===== config.mk =====
export PLATFORM = sky130hd
export DESIGN_NAME = musicbox_mode_controller_flat
export DESIGN_NICKNAME = d
export VERILOG_FILES = /design/src/rtl/musicbox_mode_controller_if.sv /design/src/rtl/musicbox_mode_controller.sv /design/src/flat_wrapper.sv
export SDC_FILE = /design/constraint.sdc
export NUM_CORES = 1
export LEC_CHECK = 0
export ABC_AREA = 1
export BUFFER_PORTS_ARGS = -buffer_cell sky130_fd_sc_hd__buf_2
export CAP_MARGIN = 15
export CORE_ASPECT_RATIO = 1.25
export CORE_MARGIN = 1.5
export CORE_UTILIZATION = 55
export CTS_CLUSTER_SIZE = 10
export DETAILED_ROUTE_END_ITERATION = 10
export GPL_ROUTABILITY_DRIVEN = 0
export PLACE_DENSITY = 0.8
export SYNTH_ARGS = -nofsm -noshare
export SYNTH_HDL_FRONTEND = slang
export SYNTH_SLANG_ARGS = --single-unit

===== constraint.sdc =====
create_clock -name clock_50Mhz -period 2.05 [get_ports clock_50Mhz]
set_input_delay 0.205 -clock clock_50Mhz [delete_from_list [all_inputs] [get_ports clock_50Mhz]]
set_output_delay 0.205 -clock clock_50Mhz [all_outputs]
set_load 0.02 [all_outputs]

===== src/rtl/musicbox_mode_controller_if.sv =====
`default_nettype none
// ============================================================================
// Module      : musicbox_mode_controller_if
// Description : Recording-buffer port between the music box mode controller
//               (master) and the SDRAM controller (slave).
//               Ports (master view):
//                 mem_req       out  request valid
//                 mem_write     out  1 = write, 0 = read
//                 mem_address   out  step address, ADDR_W bits
//                 mem_writeData out  key bitmap to store
//                 mem_ready     in   request accepted this cycle
//                 mem_readValid in   read data valid, one cycle
//                 mem_readData  in   returned key bitmap
// Revision    : 1.0 - initial release
// ============================================================================
interface musicbox_mode_controller_if #(
    parameter int ADDR_W = 16
);
    logic              mem_req;
    logic              mem_write;
    logic [ADDR_W-1:0] mem_address;
    logic [5:0]        mem_writeData;
    logic              mem_ready;
    logic              mem_readValid;
    logic [5:0]        mem_readData;

    modport master (
        output mem_req, mem_write, mem_address, mem_writeData,
        input  mem_ready, mem_readValid, mem_readData
    );

    modport slave (
        input  mem_req, mem_write, mem_address, mem_writeData,
        output mem_ready, mem_readValid, mem_readData
    );
endinterface
`default_nettype wire


===== src/rtl/musicbox_mode_controller.sv =====
`default_nettype none
// ============================================================================
// Module      : musicbox_mode_controller
// Description : Arbitrates debounced UI commands into one exclusive mode
//               (idle/live, song 0, song 1, record, playback, drain), owns
//               the recording-buffer port and drives the key bitmap and the
//               song-player controls.
//               Ports:
//                 clock_50Mhz, reset_n          clock, async active-low reset
//                 musicKeys_s                   live key levels
//                 playSong0_s .. playRecording_s command levels
//                 stepTick, songDone            step strobe, song-end strobe
//                 mem                           recording buffer (master)
//                 mode, songStart, songStop, songSelect, activeKeys,
//                 recordingLength, overrun      status / audio-path controls
// Revision    : 1.0 - initial release
// ============================================================================
module musicbox_mode_controller #(
    parameter int ADDR_W = 16
) (
    input  wire                        clock_50Mhz,
    input  wire                        reset_n,
    input  wire  [5:0]                 musicKeys_s,
    input  wire                        playSong0_s,
    input  wire                        playSong1_s,
    input  wire                        makeRecording_s,
    input  wire                        playRecording_s,
    input  wire                        stepTick,
    input  wire                        songDone,
    musicbox_mode_controller_if.master mem,
    output logic [2:0]                 mode,
    output logic                       songStart,
    output logic                       songStop,
    output logic                       songSelect,
    output logic [5:0]                 activeKeys,
    output logic [ADDR_W:0]            recordingLength,
    output logic                       overrun
);

    typedef enum logic [2:0] {
        S_IDLE   = 3'd0,
        S_SONG0  = 3'd1,
        S_SONG1  = 3'd2,
        S_RECORD = 3'd3,
        S_PLAY   = 3'd4,
        S_DRAIN  = 3'd5
    } state_t;

    state_t            r_state;
    logic [3:0]        r_cmd_prev;   // {playRecording, makeRecording, playSong1, playSong0}
    logic              r_req;
    logic              r_write;
    logic              r_rd_pend;    // read accepted, data not yet returned
    logic              r_pb_last;    // final playback step has returned
    logic [ADDR_W-1:0] r_addr;
    logic [5:0]        r_wdata;
    logic [5:0]        r_keys;
    logic [ADDR_W:0]   r_len;
    logic              r_overrun;
    logic              r_start;
    logic              r_stop;
    logic              r_sel;

    logic [3:0]        w_cmd;
    logic [3:0]        w_edge;
    logic              w_accept;
    logic              w_rvalid;
    logic              w_stop;
    logic [ADDR_W-1:0] w_addr_inc;
    logic [ADDR_W:0]   w_len_acc;

    assign w_cmd      = {playRecording_s, makeRecording_s, playSong1_s, playSong0_s};
    assign w_edge     = w_cmd & ~r_cmd_prev;
    assign w_accept   = r_req & mem.mem_ready;
    assign w_rvalid   = r_rd_pend & mem.mem_readValid;
    assign w_addr_inc = r_addr + {{(ADDR_W-1){1'b0}}, 1'b1};
    // Stored-step count if the step at the current address completes now.
    assign w_len_acc  = {1'b0, r_addr} + {{ADDR_W{1'b0}}, 1'b1};

    // Only the command that owns the running mode can stop it.
    always_comb begin
        w_stop = 1'b0;
        case (r_state)
            S_SONG0:  w_stop = w_edge[0];
            S_SONG1:  w_stop = w_edge[1];
            S_RECORD: w_stop = w_edge[2];
            S_PLAY:   w_stop = w_edge[3];
            default:  w_stop = 1'b0;
        endcase
    end

    always_ff @(posedge clock_50Mhz or negedge reset_n) begin
        if (!reset_n) begin
            r_state    <= S_IDLE;
            r_cmd_prev <= '0;
            r_req      <= 1'b0;
            r_write    <= 1'b0;
            r_rd_pend  <= 1'b0;
            r_pb_last  <= 1'b0;
            r_addr     <= '0;
            r_wdata    <= '0;
            r_keys     <= '0;
            r_len      <= '0;
            r_overrun  <= 1'b0;
            r_start    <= 1'b0;
            r_stop     <= 1'b0;
            r_sel      <= 1'b0;
        end else begin
            r_cmd_prev <= w_cmd;
            r_start    <= 1'b0;
            r_stop     <= 1'b0;
            case (r_state)
                S_IDLE: begin
                    r_keys <= musicKeys_s;
                    if (w_edge[2]) begin
                        r_state   <= S_RECORD;
                        r_addr    <= '0;
                        r_overrun <= 1'b0;
                    end else if (w_edge[3] && (r_len != '0)) begin
                        r_state   <= S_PLAY;
                        r_addr    <= '0;
                        r_pb_last <= 1'b0;
                        r_keys    <= '0;
                    end else if (w_edge[0]) begin
                        r_state <= S_SONG0;
                        r_start <= 1'b1;
                        r_sel   <= 1'b0;
                        r_keys  <= '0;
                    end else if (w_edge[1]) begin
                        r_state <= S_SONG1;
                        r_start <= 1'b1;
                        r_sel   <= 1'b1;
                        r_keys  <= '0;
                    end
                end

                S_SONG0, S_SONG1: begin
                    r_keys <= '0;
                    if (songDone) begin
                        r_state <= S_IDLE;
                        r_keys  <= musicKeys_s;
                    end else if (w_stop) begin
                        r_state <= S_IDLE;
                        r_stop  <= 1'b1;
                        r_keys  <= musicKeys_s;
                    end
                end

                S_RECORD: begin
                    r_keys <= musicKeys_s;
                    if (stepTick && r_req && !mem.mem_ready) begin
                        r_overrun <= 1'b1;
                    end
                    if (w_accept) begin
                        r_addr <= w_addr_inc;
                        r_len  <= w_len_acc;
                    end
                    if (w_accept && (&r_addr)) begin
                        // Buffer full: the last slot was just written.
                        r_state <= S_IDLE;
                        r_req   <= 1'b0;
                    end else if (w_stop) begin
                        if (r_req && !mem.mem_ready) begin
                            r_state <= S_DRAIN;
                        end else begin
                            r_state <= S_IDLE;
                            r_req   <= 1'b0;
                        end
                    end else if (stepTick && (!r_req || mem.mem_ready)) begin
                        // Address already advances on a same-cycle acceptance.
                        r_req   <= 1'b1;
                        r_write <= 1'b1;
                        r_wdata <= musicKeys_s;
                    end else if (w_accept) begin
                        r_req <= 1'b0;
                    end
                end

                S_PLAY: begin
                    if (w_accept) begin
                        r_req     <= 1'b0;
                        r_rd_pend <= 1'b1;
                    end
                    if (w_rvalid) begin
                        r_rd_pend <= 1'b0;
                        r_keys    <= mem.mem_readData;
                        r_addr    <= w_addr_inc;
                        if (w_len_acc == r_len) begin
                            r_pb_last <= 1'b1;
                        end
                    end
                    if (w_stop) begin
                        r_keys    <= '0;
                        r_pb_last <= 1'b0;
                        if (r_req || (r_rd_pend && !mem.mem_readValid)) begin
                            r_state <= S_DRAIN;
                        end else begin
                            r_state <= S_IDLE;
                        end
                    end else if (r_pb_last) begin
                        // Last step stays visible for one cycle before leaving.
                        r_state   <= S_IDLE;
                        r_pb_last <= 1'b0;
                        r_keys    <= '0;
                    end else if (stepTick && !r_req && !r_rd_pend) begin
                        r_req   <= 1'b1;
                        r_write <= 1'b0;
                    end
                end

                S_DRAIN: begin
                    r_keys <= musicKeys_s;
                    if (w_accept) begin
                        r_req <= 1'b0;
                        if (r_write) begin
                            r_addr  <= w_addr_inc;
                            r_len   <= w_len_acc;
                            r_state <= S_IDLE;
                        end else begin
                            r_rd_pend <= 1'b1;
                        end
                    end
                    // Returned read data is discarded.
                    if (w_rvalid) begin
                        r_rd_pend <= 1'b0;
                        r_state   <= S_IDLE;
                    end
                end

                default: begin
                    r_state   <= S_IDLE;
                    r_req     <= 1'b0;
                    r_rd_pend <= 1'b0;
                end
            endcase
        end
    end

    assign mem.mem_req       = r_req;
    assign mem.mem_write     = r_write;
    assign mem.mem_address   = r_addr;
    assign mem.mem_writeData = r_wdata;

    assign mode            = r_state;
    assign songStart       = r_start;
    assign songStop        = r_stop;
    assign songSelect      = r_sel;
    assign activeKeys      = r_keys;
    assign recordingLength = r_len;
    assign overrun         = r_overrun;

endmodule
`default_nettype wire


===== src/flat_wrapper.sv =====
// flat-port wrapper written by rule: the top's interface ports become plain ports
module musicbox_mode_controller_flat 
#(
    parameter int ADDR_W = 16
)
  (clock_50Mhz, reset_n, musicKeys_s, playSong0_s, playSong1_s, makeRecording_s, playRecording_s, stepTick, songDone, mode, songStart, songStop, songSelect, activeKeys, recordingLength, overrun, mem_mem_req, mem_mem_write, mem_mem_address, mem_mem_writeData, mem_mem_ready, mem_mem_readValid, mem_mem_readData);
  musicbox_mode_controller_if #(.ADDR_W(ADDR_W)) mem_i ();
  input  wire clock_50Mhz;
  input  wire reset_n;
  input  wire  [5:0] musicKeys_s;
  input  wire playSong0_s;
  input  wire playSong1_s;
  input  wire makeRecording_s;
  input  wire playRecording_s;
  input  wire stepTick;
  input  wire songDone;
  output logic [2:0] mode;
  output logic songStart;
  output logic songStop;
  output logic songSelect;
  output logic [5:0] activeKeys;
  output logic [ADDR_W:0] recordingLength;
  output logic overrun;
  output wire logic [$bits(mem_i.mem_req)-1:0] mem_mem_req;
  output wire logic [$bits(mem_i.mem_write)-1:0] mem_mem_write;
  output wire logic [$bits(mem_i.mem_address)-1:0] mem_mem_address;
  output wire logic [$bits(mem_i.mem_writeData)-1:0] mem_mem_writeData;
  input wire logic [$bits(mem_i.mem_ready)-1:0] mem_mem_ready;
  input wire logic [$bits(mem_i.mem_readValid)-1:0] mem_mem_readValid;
  input wire logic [$bits(mem_i.mem_readData)-1:0] mem_mem_readData;
  assign mem_mem_req = mem_i.mem_req;
  assign mem_mem_write = mem_i.mem_write;
  assign mem_mem_address = mem_i.mem_address;
  assign mem_mem_writeData = mem_i.mem_writeData;
  assign mem_i.mem_ready = mem_mem_ready;
  assign mem_i.mem_readValid = mem_mem_readValid;
  assign mem_i.mem_readData = mem_mem_readData;
  musicbox_mode_controller #(.ADDR_W(ADDR_W)) u_core (.clock_50Mhz(clock_50Mhz), .reset_n(reset_n), .musicKeys_s(musicKeys_s), .playSong0_s(playSong0_s), .playSong1_s(playSong1_s), .makeRecording_s(makeRecording_s), .playRecording_s(playRecording_s), .stepTick(stepTick), .songDone(songDone), .mem(mem_i), .mode(mode), .songStart(songStart), .songStop(songStop), .songSelect(songSelect), .activeKeys(activeKeys), .recordingLength(recordingLength), .overrun(overrun));
endmodule

## After elaboration in Yosys (flattened, before gate mapping)

Cells that the tools add are included.

- Register bits: 60
- Bits of input ports: 22
- Logic and storage cells: 177
- Output and inout bits: 54

- Add/sub/neg operators: 2
- Equality and inequality tests: 31
- Muxes and demuxes: 80
- Bitwise gates (word level): 10
- Reduce and logical (&&, ||, !) cells: 40

Operators by type and width:

| cell | number |
|---|---|
| $mux 16 | 6 |
| $pmux 16 s4 | 1 |
| $mux 6 | 9 |
| $mux 17 | 3 |
| $mux 3 | 15 |
| $mux 1 | 37 |
| $pmux 17 s2 | 1 |
| $pmux 6 s4 | 1 |
| $ne 2x1->1 const B | 9 |
| $ne 3x1->1 const B | 6 |
| $add 16x1->17 const B | 1 |
| $eq 17x17->1 | 1 |
| $reduce_bool 17->1 | 1 |
| $add 16x1->16 const B | 1 |
| $reduce_and 16->1 | 1 |
| $reduce_and 4->1 | 4 |
| $pmux 3 s5 | 1 |
| $reduce_and 6->1 | 2 |
| $ne 2x2->1 const B | 5 |
| $reduce_bool 2->1 | 5 |
| $logic_and 1x1->1 | 9 |
| $pmux 1 s4 | 2 |
| $reduce_bool 4->1 | 2 |
| $reduce_and 7->1 | 1 |
| other kinds (22) | 39 |

## Longest topological paths before layout

- Depth in word-level cells: 7
- Mapped depth: 15
- Mapped depth without buffers: 14

## Worst setup path after synthesis

Ideal clock, no wire load.

- Path type: register -> register
- Start point: register u_core.r_addr[1] (netlist: u_core.mem.mem_address[1])
- End point: register u_core.r_wdata[0] (netlist: u_core.mem.mem_writeData[0])
- Clock period less this slack: 2.050 ns
- Slack: 0.000 ns
- Stages on the path, launching flop included: 12
- Data arrival time: 1.922 ns
- Library setup time: 0.128 ns
- Data required time: 1.922 ns
- Path buffers: 1
- Cells stage by stage: dfrtp_1 ha_1 buf_2 nand2_1 nor2_2 nand2_1 nor2_1 nand2_1 nand2_1 nor2_4 nand2_4 mux2_1

- Cells in the longest elaborated chain, start to end: 4

RTL lines:

| element | RTL line | source |
|---|---|---|
| start: declaration | musicbox_mode_controller.sv:55 | `logic [ADDR_W-1:0] r_addr;` |
| start signal: assignment | musicbox_mode_controller.sv:155 | `r_addr <= w_addr_inc;` |
| start signal: assignment | musicbox_mode_controller.sv:187 | `r_addr <= w_addr_inc;` |
| start signal: assignment | musicbox_mode_controller.sv:216 | `r_addr <= w_addr_inc;` |
| $reduce_and 16->1 | musicbox_mode_controller.sv:158 | `if (w_accept && (&r_addr)) begin` |
| $logic_and 1x1->1 | musicbox_mode_controller.sv:158 |  |
| $not 1->1 (no source line) | - |  |
| $reduce_and 4->1 (no source line) | - |  |
| end signal: assignment | musicbox_mode_controller.sv:173 | `r_wdata <= musicKeys_s;` |
| end: declaration | musicbox_mode_controller.sv:56 | `logic [5:0] r_wdata;` |

Every way passes these cells.
A chain may end at the register's enable or synchronous reset.

## Worst setup path in the final report

Ends and elaborated chain as after synthesis.

==> results.yml <==
cells_and_area:
  proportion_of_layout_cells_with_a_drive_suffix_above_1_pct: 22.9
  syn2layout_area_growth_pct: 21.0
  diodes: 0
  layout.nets: 610
worst_setup_path:
  cpMostUsedCell: "sky130_fd_sc_hd__nand2_1"
  crit_path_cell_trace: "ha_1 > nand2_1 > nor2_2 > nand2_1 > nor2_2 > nand2_1 > nand2_1 > nor2_4 > nand2_4 > mux2_1"
  critPathTopFamily: "simple AND/OR/NAND/NOR gates"
  crit_start: "u_core.mem.mem_address[1]$_DFFE_PN0P_"
  crit_required_ps: 2280
  slowest_stage: "sky130_fd_sc_hd__dfrtp_1"
  timing.critical_path.from_type: "register"
  worstSetupEndpointType: "register"
  worstPathMaxFanout: 7
  timing_worst_setup_path_type: "register to register"
  crit_arrival_ps: 2200
  critical-path-max-stage-delay_ps: 390
  cp_num_buf_inv: 0
  r2r_start: "u_core.mem.mem_address[1]$_DFFE_PN0P_"
synth:
  synth-edff-count: 0
  yosys_most_used_dff: "sky130_fd_sc_hd__dfrtp_1"
  count_of_distinct_cell_types_in_the_synthesized_netlist: 36
  synthesis.area_sq_mm: 0.00357
  async_reset_ff_share_pct: 100
  synth-seq-cells: 60
  cells_after_synth: 495
  synthesis.nets: 518
  syn-mean-instance-area_sq_um: 7.22
  synth_top_cell_by_area: "sky130_fd_sc_hd__dfrtp_1"
  synthDominantCellAreaShare_pct: 42.0
  yosys.cell_count.top_type: "sky130_fd_sc_hd__nand2_1"
  seq_area_frac_synth_pct: 42.0
  ys.warnings.count: 0
  synth.top_cells.by_count: "sky130_fd_sc_hd__nand2_1, sky130_fd_sc_hd__inv_1, sky130_fd_sc_hd__dfrtp_1"
  synth.top_cells.by_area: "sky130_fd_sc_hd__dfrtp_1, sky130_fd_sc_hd__nand2_1, sky130_fd_sc_hd__nand3_1"
placed_design:
  dp_hpwl_um: 7040
  numPortBuffers: 75
worst_hold_path:
  worst_hold_class: "input port to register"
  worstHoldStart: "makeRecording_s"
clocking:
  clock_net_sink_count: 60
  htree_num_levels: 3
  cts_bufs_inserted: 9
  ctsRootBufferMaster: "sky130_fd_sc_hd__clkbuf_8"
  clk_pin_slew_ps: 70
  cts_tree: "built"
  clk_latency_ps: 350
  number_of_buffers_on_the_longest_clock_path: 2
pwr:
  power.ir.vdd_worst_mv: 0.786
  power.static_leakage_nw: 2.28
  internal_power_w: 0.00252
  netSwitchingPower_w: 0.00183
  seq_power_share_pct: 35.9
  combPwrFrac_pct: 40.6
  clkPwrFrac_pct: 23.5
  power-per-cell-area_mw_per_mm2: 1010
  p_sw_share_pct: 42.0
route:
  num_vias: 3587
  dr_vias_cell: 5.31
  detail-route-antenna-nets: 0
  remaining_drc_errors: 0
  post_drt_wl_per_cell_um: 14.0
  wl_um: 9470
  number_of_iterations_in_the_first_detailed_routing_pass: 5
  drt-initial-drc-count: 263
grt:
  grt_util_all_layers_pct: 29.9
  number_of_global_route_vias_before_repair: 3424
  pin_count_of_the_biggest_net_entering_global_routing: 61
  grt.overflow.total: 0
  grt_pass1_wl_um: 15700
  antenna_found_initial: 0
die:
  dieArea_sq_mm: 0.00699
  row_count: 32
  design.portCount: 76
  initial_core_utilization_pct: 57.6
  coreArea_sq_mm: 0.00621
  chipWidth_um: 75.1
  die_y_um: 93.1
timing:
  max-slew-margin-rel_pct: 68.0
  tightestPinTransition_ps: 478
  tns_ps: 0
  final-setup-viol-count: 0
  period_needed_ps: 1970
  period_share_pct: 96.3
  hold-worst-slack_ps: 9.70
  drv_slew: 0
  final.setup_skew_ps: 5.97
  max_freq_ghz: 0.507
  finalHoldViolCount: 0
outcome:
  run_status: "complete, no violations"
job:
  reported_max_cap_violation_count: 0
## layout by cell type, fill, tap and decap left out, types with 4 or more instances in the layout
cell                            instances
sky130_fd_sc_hd__buf_2                 75
sky130_fd_sc_hd__buf_4                  9
sky130_fd_sc_hd__clkbuf_8               9
sky130_fd_sc_hd__dfrtp_1               59
sky130_fd_sc_hd__dlygate4sd3_1          4
sky130_fd_sc_hd__inv_1                 64
sky130_fd_sc_hd__inv_2                  5
sky130_fd_sc_hd__mux2_1                 6
sky130_fd_sc_hd__nand2_1              169
sky130_fd_sc_hd__nand3_1               53
sky130_fd_sc_hd__nand4_1                9
sky130_fd_sc_hd__nor2_1                42
sky130_fd_sc_hd__nor2_2                 9
sky130_fd_sc_hd__o21ai_0               24
sky130_fd_sc_hd__o22ai_2               11
## power groups by stage
stage	Clock (W)	Combinational, W	Sequential (W)
5_1_grt	0.00108	0.00196	0.00159
6_report	0.00102	0.00177	0.00156
3_3_place_gp	0	0.00170	0.00157
3_5_place_dp	0	0.00174	0.00158
2_1_floorplan	0	0.000983	0.00178
4_1_cts	0.00102	0.00175	0.00156
## what timing repair did
action / 4_1_cts / 5_1_grt
setup buffers: 0 / 1
gates resized for setup: 0 / 6
endpoints found under the hold margin: 63 / 0
hold buffers: 4 / 0
endpoints found under the setup margin: 0 / 25
## worst reg2reg max path, delay by kind of cell, from the launching register on
kind,cells,cell delay [ps]
multiplexers,1,340
AND/OR/NAND/NOR,8,940
flip-flops,1,390
adder cells (fa/ha/maj),1,180
## per-stage QoR
step                      utilization, %  power [W]  std cells  setup WS (ps)  area [sq um]
final                               69.7    0.00435        675           75.8          4320
after floorplan                        -    0.00276        495          0.454          3570
after CTS                           69.3    0.00433        674           9.72          4300
after global routing                69.7    0.00463        675          -36.1          4320
after detailed placement            65.9    0.00332        656           25.7          4090
after global placement              65.9    0.00327        656            129          4090
## sequential cells by signal (all words and copies together), names as in the netlist
name	count
u_core.activeKeys	6
u_core.mem.mem_address	16
u_core.mem.mem_req	1
u_core.mem.mem_write	1
u_core.mem.mem_writeData	6
u_core.mode	3
u_core.overrun	1
u_core.r_cmd_prev	4
u_core.r_pb_last	1
u_core.r_rd_pend	1
u_core.recordingLength	17
u_core.songSelect	1
u_core.songStart	1
u_core.songStop	1
## routing by layer
metal  global-route usage [%]  vias up  routed length (um)
met2                     48.9      144                4740
li1                         -     1769                   -
met3                     6.25       32                 473
met5                        0        -                   0
met1                     35.4     1642                3890
met4                     17.3        0                 354
## final cells by class
cell class | count | area, sq um
Clock inverter | 3 | 40.0
Sequential cell | 60 | 1500
Fill cell | 531 | 1880
Tap cell | 85 | 106
Multi-Input combinational cell | 357 | 1770
Timing Repair Buffer | 89 | 503
Inverter | 70 | 265
Clock buffer | 11 | 131
## cell families after synthesis
kind of cell	synth area share (%)
buffers and inverters	8.75
AND/OR/NAND/NOR	34.8
adder cells (fa/ha/maj)	0.350
multiplexers	2.17
AO/OA/AOI/OAI	10.3
XOR/XNOR	1.61
flip-flops	42.0
## worst paths after layout
| kind | cells after the start | end | slack [ps] |
|---|---|---|---|
| min in group asynchronous | 3 | u_core.recordingLength[4]$_DFFE_PN0P_ | 370 |
| max reg2reg | 10 | u_core.mem.mem_writeData[0]$_DFFE_PN0P_ | 80 |
| max | 10 | u_core.mem.mem_writeData[0]$_DFFE_PN0P_ | 80 |
| min | 1 | u_core.r_cmd_prev[2]$_DFF_PN0_ | 10 |
| max in group asynchronous | 3 | u_core.mode[1]$_DFFE_PN0P_ | 1350 |
| min reg2reg | 2 | u_core.activeKeys[3]$_DFFE_PN0P_ | 470 |
No activity file was read; power rests on OpenSTA's default activity.
